`src/rtl/div_unit_ex_if.sv`:
```
// Execute-stage divider handshake: op request from EX, stall/done/result back.
// Signal names match the hazard-unit and EX-stage wiring they connect to.
interface div_unit_ex_if #(
  parameter int XLEN = 32
);
  logic            start_EX;
  logic [1:0]      op_EX;
  logic [XLEN-1:0] operandA_EX;
  logic [XLEN-1:0] operandB_EX;
  logic            kill_EX;
  logic            stallReq_EX;
  logic            done_EX;
  logic [XLEN-1:0] result_EX;

  modport master (
    output start_EX, op_EX, operandA_EX, operandB_EX, kill_EX,
    input  stallReq_EX, done_EX, result_EX
  );

  modport slave (
    input  start_EX, op_EX, operandA_EX, operandB_EX, kill_EX,
    output stallReq_EX, done_EX, result_EX
  );
endinterface

```
`src/rtl/div_unit_ex.sv`:
```
// RV32M multi-cycle divider (DIV/DIVU/REM/REMU), radix-2 restoring, one quotient
// bit per cycle. Holds the pipeline through stallReq_EX until the result is ready.
module div_unit_ex #(
  parameter int XLEN = 32
) (
  input  logic         clk,
  input  logic         reset,
  div_unit_ex_if.slave bus
);

  localparam int CNT_W = $clog2(XLEN);

  localparam logic [1:0] S_IDLE = 2'd0;
  localparam logic [1:0] S_CALC = 2'd1;
  localparam logic [1:0] S_DONE = 2'd2;

  localparam logic [CNT_W-1:0] CNT_LAST = CNT_W'(XLEN - 1);
  localparam logic [XLEN-1:0]  MIN_NEG  = {1'b1, {(XLEN-1){1'b0}}};
  localparam logic [XLEN-1:0]  ALL_ONES = '1;

  logic [1:0]      state_q,  state_d;
  logic [CNT_W-1:0] cnt_q,   cnt_d;
  logic [XLEN-1:0] rem_q,    rem_d;
  logic [XLEN-1:0] quo_q,    quo_d;
  logic [XLEN-1:0] dvs_q,    dvs_d;
  logic            neg_quo_q, neg_quo_d;
  logic            neg_rem_q, neg_rem_d;
  logic            is_rem_q, is_rem_d;
  logic [XLEN-1:0] result_q, result_d;

  logic            op_signed;
  logic            op_rem;
  logic            a_neg;
  logic            b_neg;
  logic [XLEN-1:0] a_mag;
  logic [XLEN-1:0] b_mag;
  logic            div_by_zero;
  logic            sgn_overflow;
  logic [XLEN:0]   shifted;
  logic [XLEN:0]   diff;
  logic            q_bit;
  logic [XLEN-1:0] rem_next;
  logic [XLEN-1:0] quo_next;

  always_comb begin
    // NOTE: every combinational output gets a default first, so no path can leave
    // a variable unassigned and infer a latch.
    state_d   = state_q;
    cnt_d     = cnt_q;
    rem_d     = rem_q;
    quo_d     = quo_q;
    dvs_d     = dvs_q;
    neg_quo_d = neg_quo_q;
    neg_rem_d = neg_rem_q;
    is_rem_d  = is_rem_q;
    result_d  = result_q;

    // Operand decode; op[0]=0 selects the signed variants, op[1]=1 the remainder.
    op_signed    = ~bus.op_EX[0];
    op_rem       = bus.op_EX[1];
    a_neg        = op_signed & bus.operandA_EX[XLEN-1];
    b_neg        = op_signed & bus.operandB_EX[XLEN-1];
    a_mag        = a_neg ? -bus.operandA_EX : bus.operandA_EX;
    b_mag        = b_neg ? -bus.operandB_EX : bus.operandB_EX;
    div_by_zero  = (bus.operandB_EX == '0);
    sgn_overflow = op_signed & (bus.operandA_EX == MIN_NEG) & (bus.operandB_EX == ALL_ONES);

    // One restoring step: shift the next dividend bit in, subtract if it fits.
    shifted  = {rem_q, quo_q[XLEN-1]};
    diff     = shifted - {1'b0, dvs_q};
    q_bit    = ~diff[XLEN];
    rem_next = q_bit ? diff[XLEN-1:0] : shifted[XLEN-1:0];
    quo_next = {quo_q[XLEN-2:0], q_bit};

    case (state_q)
      S_IDLE: begin
        if (bus.start_EX) begin
          if (div_by_zero) begin
            result_d = op_rem ? bus.operandA_EX : ALL_ONES;
            state_d  = S_DONE;
          end else if (sgn_overflow) begin
            result_d = op_rem ? '0 : MIN_NEG;
            state_d  = S_DONE;
          end else begin
            rem_d     = '0;
            quo_d     = a_mag;
            dvs_d     = b_mag;
            neg_quo_d = a_neg ^ b_neg;
            neg_rem_d = a_neg;
            is_rem_d  = op_rem;
            cnt_d     = CNT_LAST;
            state_d   = S_CALC;
          end
        end
      end
      S_CALC: begin
        rem_d = rem_next;
        quo_d = quo_next;
        cnt_d = cnt_q - 1'b1;
        if (cnt_q == '0) begin
          // Sign fix-up folds into the final step so DONE can present the result.
          if (is_rem_q) result_d = neg_rem_q ? -rem_next : rem_next;
          else          result_d = neg_quo_q ? -quo_next : quo_next;
          state_d = S_DONE;
        end
      end
      S_DONE:  state_d = S_IDLE;
      default: state_d = S_IDLE;
    endcase

    // A flush overrides everything, including an accept in the same cycle.
    if (bus.kill_EX) begin
      state_d  = S_IDLE;
      result_d = result_q;
    end
  end

  // NOTE: state is updated only with non-blocking assignments so every flop samples
  // the pre-edge values, independent of statement order.
  always_ff @(posedge clk or posedge reset) begin
    if (reset) begin
      // NOTE: the datapath flops are reset along with the control state; this keeps
      // result_EX at zero after reset and the whole block X-free in simulation.
      state_q   <= S_IDLE;
      cnt_q     <= '0;
      rem_q     <= '0;
      quo_q     <= '0;
      dvs_q     <= '0;
      neg_quo_q <= 1'b0;
      neg_rem_q <= 1'b0;
      is_rem_q  <= 1'b0;
      result_q  <= '0;
    end else begin
      state_q   <= state_d;
      cnt_q     <= cnt_d;
      rem_q     <= rem_d;
      quo_q     <= quo_d;
      dvs_q     <= dvs_d;
      neg_quo_q <= neg_quo_d;
      neg_rem_q <= neg_rem_d;
      is_rem_q  <= is_rem_d;
      result_q  <= result_d;
    end
  end

  // Stall is dropped in DONE so the pipeline advances on the same edge the result is consumed.
  assign bus.stallReq_EX = ~bus.kill_EX &
                           (((state_q == S_IDLE) & bus.start_EX) | (state_q == S_CALC));
  assign bus.done_EX     = (state_q == S_DONE);
  assign bus.result_EX   = result_q;

endmodule

```
`src/flat_wrapper.sv`:
```
// flat-port wrapper written by rule: the top's interface ports become plain ports
module div_unit_ex_flat 
#(
  parameter int XLEN = 32
)
  (clk, reset, bus_start_EX, bus_op_EX, bus_operandA_EX, bus_operandB_EX, bus_kill_EX, bus_stallReq_EX, bus_done_EX, bus_result_EX);
  div_unit_ex_if #(.XLEN(XLEN)) bus_i ();
  input  logic clk;
  input  logic reset;
  input wire logic [$bits(bus_i.start_EX)-1:0] bus_start_EX;
  input wire logic [$bits(bus_i.op_EX)-1:0] bus_op_EX;
  input wire logic [$bits(bus_i.operandA_EX)-1:0] bus_operandA_EX;
  input wire logic [$bits(bus_i.operandB_EX)-1:0] bus_operandB_EX;
  input wire logic [$bits(bus_i.kill_EX)-1:0] bus_kill_EX;
  output wire logic [$bits(bus_i.stallReq_EX)-1:0] bus_stallReq_EX;
  output wire logic [$bits(bus_i.done_EX)-1:0] bus_done_EX;
  output wire logic [$bits(bus_i.result_EX)-1:0] bus_result_EX;
  assign bus_i.start_EX = bus_start_EX;
  assign bus_i.op_EX = bus_op_EX;
  assign bus_i.operandA_EX = bus_operandA_EX;
  assign bus_i.operandB_EX = bus_operandB_EX;
  assign bus_i.kill_EX = bus_kill_EX;
  assign bus_stallReq_EX = bus_i.stallReq_EX;
  assign bus_done_EX = bus_i.done_EX;
  assign bus_result_EX = bus_i.result_EX;
  div_unit_ex #(.XLEN(XLEN)) u_core (.clk(clk), .reset(reset), .bus(bus_i));
endmodule
```
`config.mk`:
```
export PLATFORM = sky130hd
export DESIGN_NAME = div_unit_ex_flat
export DESIGN_NICKNAME = d
export VERILOG_FILES = /design/src/rtl/div_unit_ex_if.sv /design/src/rtl/div_unit_ex.sv /design/src/flat_wrapper.sv
export SDC_FILE = /design/constraint.sdc
export NUM_CORES = 1
export LEC_CHECK = 0
export CORE_ASPECT_RATIO = 0.8
export CORE_MARGIN = 2
export CORE_UTILIZATION = 59
export DETAILED_ROUTE_END_ITERATION = 7
export DONT_BUFFER_PORTS = 1
export GPL_ROUTABILITY_DRIVEN = 0
export PLACE_DENSITY_LB_ADDON = 0.08
export SLEW_MARGIN = 15
export SYNTH_ARGS = -nofsm -noshare
export SYNTH_HDL_FRONTEND = slang
export SYNTH_SLANG_ARGS = --single-unit
```
`constraint.sdc`:
```
create_clock -name clk -period 4.91 [get_ports clk]
set_input_delay 0.7365 -clock clk [delete_from_list [all_inputs] [get_ports clk]]
set_output_delay 0.7365 -clock clk [all_outputs]
set_load 0.05 [all_outputs]
```
## Yosys cells after proc, flatten, opt, wreduce, memory -nomap -nowiden

Index checks and enable logic that the tools add are counted.
Widths: inputs -> output; s select.

| cells by class | value |
|---|---|
| add/subtract/negate cells | 6 |
| bitwise gates (word level) | 13 |
| shift operators | 0 |
| divide/modulo/power cells | 0 |
| reductions and logical operators | 8 |
| equality and inequality tests | 11 |
| $lt $le $gt $ge | 0 |
| $mul | 0 |
| multiplexer cells | 31 |

Operators by type and width:

| cell | count |
|---|---|
| $mux 32 | 18 |
| $pmux 32 s2 | 3 |
| $neg 32->32 | 4 |
| $eq 32x32->1 const B | 2 |
| $sub 33x32->33 | 1 |
| $logic_not 32->1 | 1 |
| $mux 5 | 3 |
| $mux 2 | 5 |
| $pmux 5 s2 | 1 |
| $reduce_and 4->1 | 2 |
| $and 1x1->1 | 6 |
| $ne 2x2->1 const B | 3 |
| $logic_not 5->1 | 1 |
| $not 1->1 | 5 |
| $reduce_and 5->1 | 1 |
| $sub 5x1->5 const B | 1 |
| $pmux 2 s2 | 1 |
| $ne 3x1->1 const B | 1 |
| $ne 3x2->1 const B | 1 |
| $ne 3x3->1 const B | 1 |
| $eq 2x1->1 const B | 1 |
| $eq 2x2->1 const B | 1 |
| $logic_not 2->1 | 1 |
| $ne 2x1->1 const B | 1 |
| 4 further kinds | 4 |

| word-level totals | value |
|---|---|
| input bits | 70 |
| bits in writable memories | 0 |
| bits in read-only memories | 0 |
| register bits | 138 |
| bits in latches | 0 |
| output and inout bits | 34 |
| memories kept | 0 |

## Depth between registers and ports, before layout

Gate-level depths: netlist of run 1.

| depth | value |
|---|---|
| depth after elaboration | 8 |
| gate-level depth with buffers | 22 |
| gate-level depth less buffers | 20 |

## Least setup slack after synthesis of run 1

No wires, ideal clock.

| timing path | value |
|---|---|
| path kind | register to register |
| start | register u_core.quo_q[31] |
| end | register u_core.result_q[26], in the netlist u_core.bus.result_EX[26] |
| library setup time | 0.131 ns |
| stages on the path, launching flop included | 23 |
| clock period less this slack | 4.926 ns |
| path buffers | 2 |
| path slack | -0.016 ns |
| data arrival time | 4.795 ns |
| path through | dfrtp_1 -> inv_1 -> ha_1 -> fa_1 -> nand2b_1 -> a21oi_1 -> o21ai_2 -> a21oi_2 -> o21a_2 -> nor2_4 -> inv_4 -> buf_6 -> clkbuf_1 -> nor2_1 -> a21oi_1 -> ha_1 -> inv_1 -> nor4_1 -> mux2i_1 -> or4b_4 -> o31a_1 -> and3_1 -> or3_1 |

| on the way | value |
|---|---|
| longest elaborated chain between the ends | 7 |
| elaborated cells on any way between the ends | 10 |
| classes of those cells | 3 x add/sub; 6 x mux; 1 x bitwise |

RTL lines:

| what | RTL line | text |
|---|---|---|
| start: declaration | div_unit_ex.sv:24 | `logic [XLEN-1:0] quo_q, quo_d;` |
| start signal: assignment | div_unit_ex.sv:137 | `quo_q <= quo_d;` |
| $sub 33x32->33 | div_unit_ex.sv:70 | `diff = shifted - {1'b0, dvs_q};` |
| $mux 32 or $not 1->1 (tied branches) | div_unit_ex.sv:72, div_unit_ex.sv:71 |  |
| $neg 32->32 (on tied branches) | div_unit_ex.sv:102, div_unit_ex.sv:103 |  |
| $mux 32 (on tied branches) | div_unit_ex.sv:102, div_unit_ex.sv:103 |  |
| $mux 32 (*) | div_unit_ex.sv:102 | `if (is_rem_q) result_d = neg_rem_q ? -rem_next : rem_next;` |
| $mux 32 (*) | div_unit_ex.sv:100 | `if (cnt_q == '0) begin` |
| $pmux 32 s2 (*) | div_unit_ex.sv:75 | `case (state_q)` |
| end signal: assignment | div_unit_ex.sv:142 | `result_q <= result_d;` |
| end: declaration | div_unit_ex.sv:29 | `logic [XLEN-1:0] result_q, result_d;` |

Mark *: on every way between the ends. The rest lies on a longest branch, timed or not. The select of a mux whose other input is x is not followed.
A chain may end at the register's enable or synchronous reset.

## Final worst setup path of run 1

| timing path | value |
|---|---|
| start | register u_core.quo_q[31] |
| end | register u_core.result_q[31], in the netlist u_core.bus.result_EX[31] |

Same word-level chain as after synthesis.

==> summary.md, run 1 <==
| Metric | Value |
|---|---|
| Status | complete, no violations |
| Sequential power share | 0.247 |
| Synth warnings | 0 |
| CTS tree | done |
| Skew final | 14.3 ps |
| Clock buffer depth | 2 |
| Row count | 46 |
| Final number of max-transition violations | 0 |
| Area leader, netlist | dfrtp_1 |
| CTS clk-pin slew, worst paths | 60 ps |
| Diodes inserted | 0 |
| Core area | 19700 sq um |
| Synth Net Count | 1653 |
| Antenna violations before repair | 0 |
| EDFF count, synth | 0 |
| # port buffers | 0 |
| Syn_area_per_cell | 7.69 sq um |
| RSZ-0062 raised after global routing | false |
| Crit start category | register |
| ANT nets after route | 0 |
| P&R area growth vs syn | 7.48% |
| Switch share | 0.530 |
| Req. time, crit path | 5220 ps |
| Largest net degree at the start of global routing | 110 |
| Clock Power Share | 0.138 |
| Pwr Density | 718 nW/um^2 |
| Clock sink count | 138 |
| Setup TNS | 0 ps |
| Fmax | 0.211 GHz |
| Async S/R FF share, synth | 1.00 |
| Synth cell types | 93 |
| Setup Crit Path Kind | register to register |
| DRC errors left | 0 |
| Final nets | 1627 |
| Largest cells by area after synthesis | dfrtp_1 29%, o21ai_0 7.1%, nand2_1 6.0% |
| Static Leak | 5.18 nW |
| Routed WL | 39000 um |
| Layout cells sized above 1 | 0.0824 |
| Slew HR | 0.307 |
| Global-route wire length before repair | 59900 um |
| Initial Utilization | 0.601 |
| Slew of the pin with the lowest slew margin | 1040 ps |
| GRT Total Usage | 0.366 |
| Top cell type's share of synthesized area | 0.291 |
| Worst-skew pair later-pin latency | 440 ps |
| Number of global-route vias before repair | 10700 |
| Post-Syn Instances | 1543 |
| Die H | 131 um |
| Final setup viols | 0 |
| Worst-path maximum fanout | 7 |
| Post-CTS Setup Repair Bufs | 0 |
| Initial drt markers | 1436 |
| Period Utilization, post-route | 0.963 |
| DP HPWL | 29400 um |
| Die Area | 21300 sq um |
| Number of max-cap violations | 0 |
| Vias | 11900 |
| Num CTS Buffers | 17 |
| Register area share after synthesis | 0.291 |
| Final Util | 0.646 |
| DR vias/cell | 6.64 |
| Peak VDD IR | 0.000434 V |
| Psw | 4.85 mW |
| GR Overflow Total | 0 |
| Top_reg_cell synth | dfrtp_1 |
| Worst hold path type | input port to register |
| Int Power | 4.31 mW |
| Cell area after synthesis | 11900 sq um |
| # IOs | 104 |
| Yosys reg bits | 138 |
| CTS Root Cell | clkbuf_16 |
| Drt first pass iters | 6 |
| Critical path arrival | 5040 ps |
| Crit end category | register |
| Power share of the combinational group | 0.616 |
| Min cycle time layout | 4730 ps |
| H-tree levels | 4 |
| Final Hold Viols | 0 |
| DIE WIDTH | 163 um |
| Wire per inst | 21.8 um |
## worst paths after layout
check | start | to | slack [ps] | cells past startpoint
min reg2reg | u_core.dvs_q[25] | u_core.dvs_q[25] | 480 | 2
max | u_core.quo_q[31] | u_core.bus.result_EX[31] | 180 | 14
max reg2reg | u_core.quo_q[31] | u_core.bus.result_EX[31] | 180 | 14
min | bus_kill_EX | u_core.state_q[0] | 360 | 1
min in group asynchronous | reset | u_core.quo_q[5] | 380 | 1
max in group asynchronous | reset | u_core.rem_q[29] | 3390 | 2
## layer usage
layer  track usage  up-vias  part of all wire
met5             0        -                 0
met4        0.0942        0             0.019
met3         0.124       63              0.12
met2         0.510      624              0.41
met1         0.539     5691              0.45
li1              -     5531                 -
## cells in the mapped netlist, types with 9 or more instances
library cell	count
a211o_1	9
a21o_1	14
a21oi_1	139
a31oi_1	22
clkbuf_1	62
dfrtp_1	138
ha_1	39
inv_1	59
mux2i_1	27
nand2_1	189
nand2b_1	10
nand3_1	20
nand4_1	20
nor2_1	151
nor3_1	46
nor4_1	21
o211ai_1	9
o21ai_0	169
o31ai_1	35
o41ai_1	13
or3_1	23
or4_1	14
xnor2_1	77
xor2_1	52
## worst max-delay path, cell delays in order (launching register included)
cell       delay, ps
dfrtp_2          400
inv_1             70
ha_1             210
fa_1             400
nand2b_1         210
a21o_1           210
a32oi_1          240
xnor2_1          210
o221ai_1         390
or4_1            630
nor4_2           400
o2111ai_2        290
or3_1            440
o41ai_1          350
o31ai_1          130
## cell families (layout without fill, tap and decap cells)
logic type               count (synthesis)  count (layout)  synth area share
AO/OA/AOI/OAI                          508             508             0.267
buffers and inverters                  150             137            0.0552
AND/OR/NAND/NOR                        543             543             0.218
adder cells (fa/ha/maj)                 40              40            0.0428
XOR/XNOR                               129             129            0.0953
flip-flops                             138             138             0.291
multiplexers                            35              35            0.0307
## cell type report
type / instances / area [sq um]
multi-input combinational: 1255 / 7830
tap: 264 / 330
fill: 1758 / 6990
clock buffer: 19 / 453
inverter: 62 / 243
sequential: 138 / 3450
clock inverter: 13 / 106
timing repair buffer: 43 / 335
## sequential cells by signal, indices dropped and copies added, names as in the netlist
signal	count
u_core.is_rem_q	1
u_core.neg_rem_q	1
u_core.cnt_q	5
u_core.dvs_q	32
u_core.rem_q	32
u_core.quo_q	32
u_core.bus.result_EX	32
u_core.neg_quo_q	1
u_core.state_q	2
## power by group through the flow
stage                     Combinational (mW)  Clock (mW)  Sequential (mW)
after CTS                               5.37        1.26             2.24
final                                   5.64        1.26             2.26
after global placement                  5.29           0             2.25
after detailed placement                5.34           0             2.26
after floorplan                         3.99           0             2.11
after global routing                    6.06        1.31             2.30
## placed cells by master, fill, tap and decap left out, drive strengths merged, types with 7 or more instances in the layout
cell	synthesis	layout
nand2	189	189
o21ai	178	178
nor2	152	152
a21oi	142	142
dfrtp	138	138
xnor2	77	77
inv	61	67
xor2	52	52
nor3	47	47
buf	22	43
ha	39	39
o31ai	35	35
mux2i	27	27
or3	23	23
a31oi	22	22
nor4	22	22
nand4	21	21
nand3	20	20
clkbuf	66	19
or4	17	17
a21o	14	14
o41ai	13	13
nand2b	10	10
o21a	10	10
a211o	9	9
o211ai	9	9
o221ai	8	8
a22o	8	8
mux2	8	8
nor2b	7	7
and4	7	7
## timing repair
action | CTS | global route
endpoints found under the setup margin | 0 | 12
hold buffers | 0 | 0
resized for setup | 0 | 14
## metrics by stage
stage          hold WS, ps  worst slack, ps  std cells  cell area, sq um  power (mW)
2_1_floorplan          450             85.2       1543             11900        6.10
3_3_place_gp           465              237       1762             12100        7.54
3_5_place_dp           470             57.8       1762             12100        7.60
4_1_cts                359             30.8       1794             12700        8.87
5_1_grt                358             22.8       1794             12700        9.67
6_report               364              180       1794             12700        9.16
(Power assumes the default switching activity.)
==> run 2, diff against run 1 <==
Settings changed: CELL_PAD_IN_SITES_DETAIL_PLACEMENT set to 1, CELL_PAD_IN_SITES_GLOBAL_PLACEMENT set to 1, CORE_UTILIZATION 59 to 44.
==> run 2 against run 1 <==
Compared with the run above:
- worst hold slack worse by 120 ps
- wire length is 17% higher
- flip-flop and latch count unchanged
- non-clock buffer count up 16
- critical path depth grew 5
- sequential share of layout area fell by 0.52 points
- final cell count is 6.1% higher
- critical path type unchanged
- critical endpoint is now u_core.bus.result_EX[24]
- largest power group unchanged
- highest routed layer unchanged
==> summary.md, run 2 (synthesis results as in run 1) <==
| Metric | Value |
|---|---|
| Status | complete, no violations (unchanged) |
| GR peak layer | met2 (was met1) |
| Global-route wire length before repair | 70500 um (was 59900 um) |
| Antenna violations before repair | 0 (unchanged) |
| Crit end category | register (unchanged) |
| Fill cell count | 3317 (was 1758) |
| CTS clk-pin slew, worst paths | 70 ps (was 60 ps) |
| Final Util | 0.492 (was 0.646) |
| Clock buffer depth | 2 (unchanged) |
| Row count | 53 (was 46) |
| Period Utilization, post-route | 0.948 (was 0.963) |
| Number of global-route vias before repair | 11700 (was 10700) |
| Setup TNS | 0 ps (unchanged) |
| Met3 Track Usage GR | 0.0774 (was 0.124) |
| Final number of max-transition violations | 0 (unchanged) |
| Num CTS Buffers | 17 (unchanged) |
| Layout cells sized above 1 | 0.0906 (was 0.0824) |
| Int Power | 4.41 mW (was 4.31 mW) |
| Fmax | 0.215 GHz (was 0.211 GHz) |
| Worst hold path type | input port to async pin (was input port to register) |
| Slew of the pin with the lowest slew margin | 970 ps (was 1040 ps) |
| Crit start category | register (unchanged) |
| Core area | 26400 sq um (was 19700 sq um) |
| Static Leak | 5.27 nW (was 5.18 nW) |
| CTS Root Cell | clkbuf_16 (unchanged) |
| P&R area growth vs syn | 9.55% (was 7.48%) |
| RSZ-0062 raised after global routing | false (unchanged) |
| Clock Power Share | 0.137 (was 0.138) |
| Post-cts sizing count | 0 (unchanged) |
| Number of max-cap violations | 0 (unchanged) |
| DIE WIDTH | 188 um (was 163 um) |
| DRC errors left | 0 (unchanged) |
| Setup Crit Path Kind | register to register (unchanged) |
| CTS tree | done (unchanged) |
| Drt first pass iters | 5 (was 6) |
| Post-CTS Setup Repair Bufs | 0 (unchanged) |
| Global routing usage on met2 | 0.497 (was 0.510) |
| Min cycle time layout | 4650 ps (was 4730 ps) |
| Peak VDD IR | 0.000545 V (was 0.000434 V) |
| GRT Total Usage | 0.328 (was 0.366) |
| Most frequent cells in the layout | 189 x nand2_1, 169 x o21ai_0, 150 x nor2_1, 138 x dfrtp_1, 135 x a21oi_1 (was 189 x nand2_1, 169 x o21ai_0, 150 x nor2_1, 137 x dfrtp_1, 136 x a21oi_1) |
| Most common cell after layout, fill and taps aside | nand2_1 (unchanged) |
| Skew final | 23.9 ps (was 14.3 ps) |
| Diodes inserted | 0 (unchanged) |
| R2r endpoint | u_core.bus.result_EX[24] (was u_core.bus.result_EX[31]) |
| RR Startpoint | u_core.dvs_q[0] (was u_core.quo_q[31]) |
| Multi-input gate area in the final layout | 7820 sq um (was 7830 sq um) |
| Req. time, crit path | 5240 ps (was 5220 ps) |
| Inst Count DP | 1871 (was 1762) |
| DR vias/cell | 6.30 (was 6.64) |
| Finished Layout Cells | 1903 (was 1794) |
| Vias | 12000 (was 11900) |
| Worst-path maximum fanout | 9 (was 7) |
| Die H | 151 um (was 131 um) |
| Register-to-Register Path Depth | 19 (was 14) |
| Cts hold-fix bufs | 0 (unchanged) |
| H-tree levels | 4 (unchanged) |
| Sequential power share | 0.240 (was 0.247) |
| Switch share | 0.533 (was 0.530) |
| Slew HR | 0.352 (was 0.307) |
| Critical path arrival | 4990 ps (was 5040 ps) |
| Largest net degree at the start of global routing | 67 (was 110) |
| Worst-skew pair later-pin latency | 460 ps (was 440 ps) |
| Post-route cell area | 13000 sq um (was 12700 sq um) |
| # IOs | 104 (unchanged) |
| DP HPWL | 34900 um (was 29400 um) |
| Routed WL | 45800 um (was 39000 um) |
| ANT nets after route | 0 (unchanged) |
| Final nets | 1643 (was 1627) |
| Initial drt markers | 1048 (was 1436) |
| Placed Area | 12400 sq um (was 12100 sq um) |
| # port buffers | 0 (unchanged) |
| Power share of the combinational group | 0.623 (was 0.616) |
| Final Hold Viols | 0 (unchanged) |
| Die Area | 28300 sq um (was 21300 sq um) |
| FF+latch area | 3450 sq um (about the same) |
| Psw | 5.03 mW (was 4.85 mW) |
| Pwr Density | 726 nW/um^2 (was 718 nW/um^2) |
| Wire per inst | 24.1 um (was 21.8 um) |
| Met1 Use GR | 0.472 (was 0.539) |
| Final setup viols | 0 (unchanged) |
| Clock sink count | 138 (unchanged) |
| Initial Utilization | 0.449 (was 0.601) |
| R2R Setup Slk | 260 ps (was 180 ps) |
| GR Overflow Total | 0 (unchanged) |
## run 2: cell count changes in the layout (fill, tap and decap cells not counted), sizes merged
cell and delta:
bufinv +1, inv -4, clkinv +2, clkinvlp +1, buf +16
## run 2: worst max path at each step
stage | from | end | slack (ps) | cells after the start
after CTS | u_core.dvs_q[0] | u_core.bus.result_EX[26] | 110 | 19
after floorplan | u_core.quo_q[31] | u_core.bus.result_EX[26] | 90 | 22
after global routing | u_core.dvs_q[0] | u_core.bus.result_EX[26] | 20 | 19
after global placement | u_core.dvs_q[0] | u_core.bus.result_EX[24] | 290 | 19
after detailed placement | u_core.dvs_q[0] | u_core.bus.result_EX[26] | 180 | 19
final | u_core.dvs_q[0] | u_core.bus.result_EX[24] | 260 | 19
## run 2: critical path, stage by stage, from the launching register on
cell and delay, ps:
dfrtp_1 390, ha_1 230, fa_1 400, nand2b_1 230
a21oi_2 230, o21ai_2 160, a21oi_4 210, o21a_2 200
nor2_4 50, inv_4 110, nor2_1 60, a21oi_2 160
ha_2 230, inv_1 80, nor4_1 290, mux2i_1 150
or4b_4 530, o31ai_1 440, xor2_1 150, o211a_1 230
## run 2: layout make-up
class                           instances  area share
Timing Repair Buffer                   59      0.0360
Sequential cell                       138       0.266
Clock inverter                         13     0.00924
Multi-Input combinational cell       1255       0.602
Clock buffer                           19      0.0341
Inverter                               62      0.0185
Tap cell                              357      0.0344
## run 2: metal layers
layer | wire length [um] | up-vias
li1 | - | 5545
met4 | 750 | 0
met5 | 0 | -
met2 | 19900 | 457
met1 | 21300 | 5937
met3 | 3800 | 57
## run 2: metrics by stage
stage	hold WS, ps	power [mW]	worst slack, ps
floorplan	450	6.10	85.2
detailed placement	473	7.94	182
CTS	282	9.28	111
finish	239	9.44	256
global placement	463	7.82	294
global route	288	9.98	22.5
## run 2: power groups by stage
stage / clock [mW] / combinational, mW / sequential [mW]
after floorplan: 0 / 3.99 / 2.11
after global placement: 0 / 5.56 / 2.26
after detailed placement: 0 / 5.67 / 2.27
after CTS: 1.30 / 5.72 / 2.26
after global routing: 1.35 / 6.32 / 2.32
final: 1.29 / 5.88 / 2.26
